$ cat src/rtl/mac_accum_pkg.sv
// Shared fixed-point format constants for the ELU layer datapath.
// Data words are signed Q8.10; the accumulator is 32 bits wide.
package mac_accum_pkg;

  localparam int DATA_LEN = 18;
  localparam int DATA_INT = 8;
  localparam int DATA_DEC = 10;
  localparam int ACC_LEN  = 32;

endpackage

$ cat src/rtl/fx_saturate.sv
// Combinational clamp of a wide signed value into a narrower signed word.
// sat is raised whenever the value did not fit and the clamp was applied.
module fx_saturate
  import mac_accum_pkg::*;
#(
  parameter int in_width  = ACC_LEN,
  parameter int out_width = DATA_LEN
) (
  input  logic signed [in_width-1:0]  d,
  output logic signed [out_width-1:0] q,
  output logic                        sat
);

  // The value fits only when every bit above the output sign bit matches the input sign.
  always_comb begin
    sat = 1'b0;
    q   = d[out_width-1:0];
    if (d[in_width-1:out_width-1] != {(in_width-out_width+1){d[in_width-1]}}) begin
      sat = 1'b1;
      q   = d[in_width-1] ? {1'b1, {(out_width-1){1'b0}}}
                          : {1'b0, {(out_width-1){1'b1}}};
    end
  end

endmodule

$ cat src/rtl/mac_accum.sv
// Streaming multiply-accumulate stage feeding elu_table: multiply, round and
// accumulate a vector, add the neuron bias, then saturate to the data format.
module mac_accum
  import mac_accum_pkg::*;
#(
  parameter int dlen      = DATA_LEN,
  parameter int frac      = DATA_DEC,
  parameter int acc_width = ACC_LEN
) (
  input  logic                   clk,
  input  logic                   rst,
  input  logic                   in_valid,
  input  logic                   in_last,
  input  logic signed [dlen-1:0] a,
  input  logic signed [dlen-1:0] b,
  input  logic signed [dlen-1:0] bias,
  output logic                   out_valid,
  output logic signed [dlen-1:0] out_q,
  output logic                   out_sat
);

  localparam int PW = 2 * dlen;
  localparam logic signed [PW-1:0] HALF = PW'(1) <<< (frac - 1);

  logic signed [PW-1:0]        p1;
  logic                        v1;
  logic                        l1;
  logic signed [dlen-1:0]      b1;

  logic signed [acc_width-1:0] acc;
  logic                        first;
  logic                        v2;
  logic signed [acc_width-1:0] sum2;

  logic signed [PW-1:0]        p_shift;
  logic signed [acc_width-1:0] s;
  logic signed [acc_width-1:0] acc_new;
  logic signed [acc_width-1:0] sum_new;

  logic signed [dlen-1:0]      sat_q;
  logic                        sat_flag;

  always_ff @(posedge clk) begin
    if (rst) begin
      p1 <= '0;
      v1 <= 1'b0;
      l1 <= 1'b0;
      b1 <= '0;
    end else begin
      p1 <= a * b;
      v1 <= in_valid;
      l1 <= in_valid & in_last;
      if (in_valid & in_last) begin
        b1 <= bias;
      end
    end
  end

  // Round half up, then drop the extra fraction bits of the product.
  always_comb begin
    p_shift = (p1 + HALF) >>> frac;
    s       = acc_width'(p_shift);
    acc_new = (first ? '0 : acc) + s;
    sum_new = acc_new + acc_width'(b1);
  end

  always_ff @(posedge clk) begin
    if (rst) begin
      acc   <= '0;
      first <= 1'b1;
      v2    <= 1'b0;
      sum2  <= '0;
    end else begin
      v2 <= v1 & l1;
      if (v1) begin
        acc   <= acc_new;
        first <= l1;
        sum2  <= sum_new;
      end
    end
  end

  fx_saturate #(
    .in_width (acc_width),
    .out_width(dlen)
  ) u_sat (
    .d  (sum2),
    .q  (sat_q),
    .sat(sat_flag)
  );

  // Result registers hold between pulses so elu_table sees a stable input.
  always_ff @(posedge clk) begin
    if (rst) begin
      out_valid <= 1'b0;
      out_q     <= '0;
      out_sat   <= 1'b0;
    end else begin
      out_valid <= v2;
      if (v2) begin
        out_q   <= sat_q;
        out_sat <= sat_flag;
      end
    end
  end

endmodule
$ cat config.mk
export PLATFORM = sky130hd
export DESIGN_NAME = mac_accum
export DESIGN_NICKNAME = d
export VERILOG_FILES = /design/src/rtl/mac_accum_pkg.sv /design/src/rtl/fx_saturate.sv /design/src/rtl/mac_accum.sv
export SDC_FILE = /design/constraint.sdc
export NUM_CORES = 1
export LEC_CHECK = 0
export CORE_MARGIN = 4
export CORE_UTILIZATION = 69
export CTS_CLUSTER_SIZE = 16
export DETAILED_ROUTE_END_ITERATION = 16
export GPL_ROUTABILITY_DRIVEN = 0
export PLACE_DENSITY = 0.89
export SETUP_SLACK_MARGIN = 0.4
export SLEW_MARGIN = 10
export SYNTH_ARGS = -nofsm -noshare
export SYNTH_HDL_FRONTEND = slang
export SYNTH_SLANG_ARGS = --single-unit
$ cat constraint.sdc
create_clock -name clk -period 13.9 [get_ports clk]
set_input_delay 4.17 -clock clk [delete_from_list [all_inputs] [get_ports clk]]
set_output_delay 4.17 -clock clk [all_outputs]
set_load 0.1 [all_outputs]
==> flow_results.xml <==
<?xml version="1.0" encoding="UTF-8"?>
<metrics>
  <group name="floorplan">
    <metric name="initial_core_util" unit="%">69.8</metric>
    <metric name="design.core.area" unit="um^2">28600</metric>
    <metric name="die-area" unit="um^2">31700</metric>
    <metric name="die_h" unit="um">178</metric>
    <metric name="rows" unit="">62</metric>
    <metric name="die_x" unit="um">178</metric>
    <metric name="io_pins" unit="">78</metric>
  </group>
  <group name="cts">
    <metric name="cts_buffers" unit="">17</metric>
    <metric name="cts.sinks" unit="">133</metric>
    <metric name="cts_setup_buffers" unit="">0</metric>
    <metric name="post_cts_resized" unit="">0</metric>
    <metric name="cts.hold.buffers_added" unit="">0</metric>
    <metric name="clk_pin_slew" unit="ns">0.06</metric>
    <metric name="insertion_delay" unit="ns">0.43</metric>
    <metric name="cts_tree" unit="">yes</metric>
    <metric name="clock_tree.root_cell" unit="">clkbuf_16</metric>
    <metric name="clockBufferDepth" unit="">2</metric>
    <metric name="h-tree-depth" unit="">4</metric>
  </group>
  <group name="synth">
    <metric name="number_of_distinct_library_cells_after_synthesis" unit="">61</metric>
    <metric name="synth.avg_cell_area" unit="um^2">8.63</metric>
    <metric name="synthSimpleGateAreaFrac" unit="%">17.6</metric>
    <metric name="synthesized_instance_count" unit="">2315</metric>
    <metric name="synth.area.mux_share" unit="%">2.07</metric>
    <metric name="synth_area_in_adders" unit="%">42.5</metric>
    <metric name="synth_xor_area_share" unit="%">4.30</metric>
    <metric name="netlist.area_leader.share" unit="%">33.1</metric>
    <metric name="synth_nets" unit="">2854</metric>
    <metric name="synth_edf_count" unit="">0</metric>
    <metric name="ys_ff_latch" unit="">133</metric>
    <metric name="synth_seq_area_share" unit="%">13.3</metric>
    <metric name="largest_family_of_logic_cells_by_synthesized_area" unit="">adder cells</metric>
    <metric name="synth-compound-area-share" unit="%">10.6</metric>
    <metric name="synth_area_leader_cell" unit="">fa_1</metric>
    <metric name="postSynth.topFlopCell" unit="">dfxtp_1</metric>
    <metric name="synthTopCellsByArea" unit="">fa_1, dfxtp_1, ha_1</metric>
    <metric name="yosysWarnings" unit="">0</metric>
    <metric name="postSynth.asyncResetShare" unit="%">0</metric>
    <metric name="post_synthesis_instance_area" unit="um^2">20000</metric>
  </group>
  <group name="sta">
    <metric name="rsz0062_at_grt" unit="">false</metric>
    <metric name="worst_slack" unit="ns">2.86</metric>
    <metric name="hold_viol" unit="">0</metric>
    <metric name="timing.final.max_slew_violations" unit="">0</metric>
    <metric name="finalSetupTns" unit="ns">0</metric>
    <metric name="worst_slew_margin_rel" unit="%">22.7</metric>
    <metric name="setup_violation_total_in_the_final_timing_report" unit="">0</metric>
    <metric name="maxClockFrequency" unit="GHz">0.0906</metric>
    <metric name="measured_slew_at_the_worst_slew_check_pin" unit="ns">1.16</metric>
    <metric name="skew" unit="ns">0.00996</metric>
    <metric name="period_share" unit="%">79.4</metric>
    <metric name="post_layout_minimum_cycle_time" unit="ns">11.04</metric>
  </group>
  <group name="critical_path">
    <metric name="critical_path.startpoint" unit="">a[5]</metric>
    <metric name="timing.critical_path.to_type" unit="">flop</metric>
    <metric name="worst_path_dominant_cell_family" unit="">adder cells</metric>
    <metric name="crit_path_top_delay_cell" unit="">clkdlybuf4s50_1</metric>
    <metric name="reg2reg_from" unit="">p1[11]</metric>
    <metric name="cp_max_fo" unit="">18</metric>
    <metric name="crit_path_cell_trace" unit="">clkdlybuf4s50_1 -&gt; and2_1 -&gt; fa_1 -&gt; inv_1 -&gt; fa_1 -&gt; fa_1 -&gt; fa_1 -&gt; inv_1 -&gt; fa_1 -&gt; inv_1 -&gt; fa_1 -&gt; inv_1 -&gt; ha_1 -&gt; and3_1 -&gt; a221o_1 -&gt; a32oi_2 -&gt; nand3_1 -&gt; a41o_1 -&gt; a21oi_1 -&gt; o31ai_1 -&gt; a31oi_1 -&gt; mux2_1</metric>
    <metric name="critPathKind" unit="">input port to flop</metric>
    <metric name="critPathRequiredTime" unit="ns">14.21</metric>
    <metric name="crit_path_arrival_time" unit="ns">11.35</metric>
    <metric name="cpMostUsedCell" unit="">fa_1</metric>
    <metric name="cp_slowest_stage_delay" unit="ns">0.84</metric>
    <metric name="crit_path_start_kind" unit="">input port</metric>
    <metric name="timing.critical_path.buf_inv" unit="">5</metric>
  </group>
  <group name="layout">
    <metric name="n_antenna_cell" unit="">0</metric>
    <metric name="drive_gt1_share" unit="%">1.88</metric>
    <metric name="syn_to_final_growth" unit="%">7.87</metric>
    <metric name="nNetsFinal" unit="">2870</metric>
    <metric name="finish.instance_area" unit="um^2">21500</metric>
  </group>
  <group name="run">
    <metric name="maxCapViolations" unit="">0</metric>
  </group>
  <group name="global_routing">
    <metric name="grt_overflow_total" unit="">0</metric>
    <metric name="grt_pass1_vias" unit="">17200</metric>
    <metric name="antenna_found_initial" unit="">0</metric>
    <metric name="grt_pass1_wl" unit="um">79400</metric>
    <metric name="grt_max_degree" unit="">94</metric>
    <metric name="grt.total_usage" unit="%">30.7</metric>
  </group>
  <group name="detailed_routing">
    <metric name="drt-wirelength-per-cell" unit="um">17.2</metric>
    <metric name="drt_pass1_iterations" unit="">5</metric>
    <metric name="remaining_drc_errors" unit="">0</metric>
    <metric name="via_per_inst" unit="">5.84</metric>
    <metric name="routed_wirelength" unit="um">46800</metric>
    <metric name="ant_nets" unit="">0</metric>
    <metric name="initial_drt_markers" unit="">1095</metric>
    <metric name="dr_total_vias" unit="">15900</metric>
  </group>
  <group name="hold_path">
    <metric name="holdCritStartpoint" unit="">acc[16]</metric>
    <metric name="min-delay-path-class" unit="">flop to flop</metric>
  </group>
  <group name="placed_design">
    <metric name="dp_slack" unit="ns">2.53</metric>
    <metric name="portBuffers" unit="">77</metric>
    <metric name="hpwlAfterDp" unit="um">37500</metric>
    <metric name="place_area" unit="um^2">20900</metric>
  </group>
  <group name="outcome">
    <metric name="status" unit="">complete, no violations</metric>
  </group>
</metrics>
==> final cells by class <==
class	instances	area (um^2)
multi-input combinational	1670	15400
fill	1808	7080
sequential	133	2670
inverter	429	1610
timing repair buffer	80	791
tap	384	480
clock buffer	17	425
clock inverter	15	184
==> worst paths after layout <==
path	end	slack (ns)	cells past startpoint
max	p1[33]	2.86	22
max reg2reg	sum2[26]	8.19	22
min reg2reg	acc[16]	0.46	2
min	acc[16]	0.46	2
==> synthesized netlist by cell type, drive strengths merged, types with 13 or more instances <==
master / count
dfxtp: 133
and2: 159
fa: 330
mux2i: 39
a21oi: 111
inv: 428
nor2b: 41
nor3: 21
o21a: 19
and3: 20
clkbuf: 75
a31oi: 13
o21ai: 35
a21o: 31
nor2: 156
xnor2: 74
ha: 151
nand2: 255
xor2: 24
nand3: 36
a211oi: 34
==> flip-flops by register name, summed over array words and instances (netlist names) <==
name	cells
v1	1
out_valid	1
p1	27
first	1
out_q	18
acc	32
l1	1
out_sat	1
b1	18
v2	1
sum2	32
==> per-stage QoR <==
step	util, %	hold WS [ns]	std cells
after CTS	75.3	0.462	2728
after floorplan	-	0.435	2315
after global placement	73.1	0.447	2696
after detailed placement	73.1	0.452	2696
after global routing	75.3	0.487	2728
final	75.3	0.465	2728
==> kinds of logic after synthesis <==
kind of cell / count (synthesis)
fa+ha+maj: 481
compound gates: 316
mux: 41
simple gates: 734
xor+xnor: 98
flops: 133
buf+inv: 512
==> cells in the final DEF, fill, tap and decap left out, drive strengths merged, types with 11 or more instances in the layout <==
cell type and instances:
a21o 31, nand2 255, a21oi 111, inv 437, nor2 156, nand4 11, nand3 36, and2 159
xor2 24, and3 20, fa 330, nor2b 41, clkdlybuf4s50 76, ha 151, o21bai 12, o211ai 12
mux2i 39, a211oi 34, clkbuf 17, o21a 19, nor3 21, dfxtp 133, a31oi 13, o21ai 35
nand2b 11, xnor2 74
==> tightest hold or removal path, cell delays in order (launching register included) <==
cell and delay, ns:
dfxtp_1 0.31, nand2_1 0.06, a21oi_1 0.06
==> per-layer routing <==
layer | vias up | global-route usage [%] | share of wire, %
met5 | - | 0 | 0
met1 | 7669 | 38.1 | 39
met3 | 172 | 5.81 | 8.9
met2 | 768 | 53.4 | 48
met4 | 0 | 11.6 | 3.4
li1 | 7310 | - | -
Power is not shown: default switching activity piles up to over one toggle a cycle in this logic, so the estimate is an artifact.
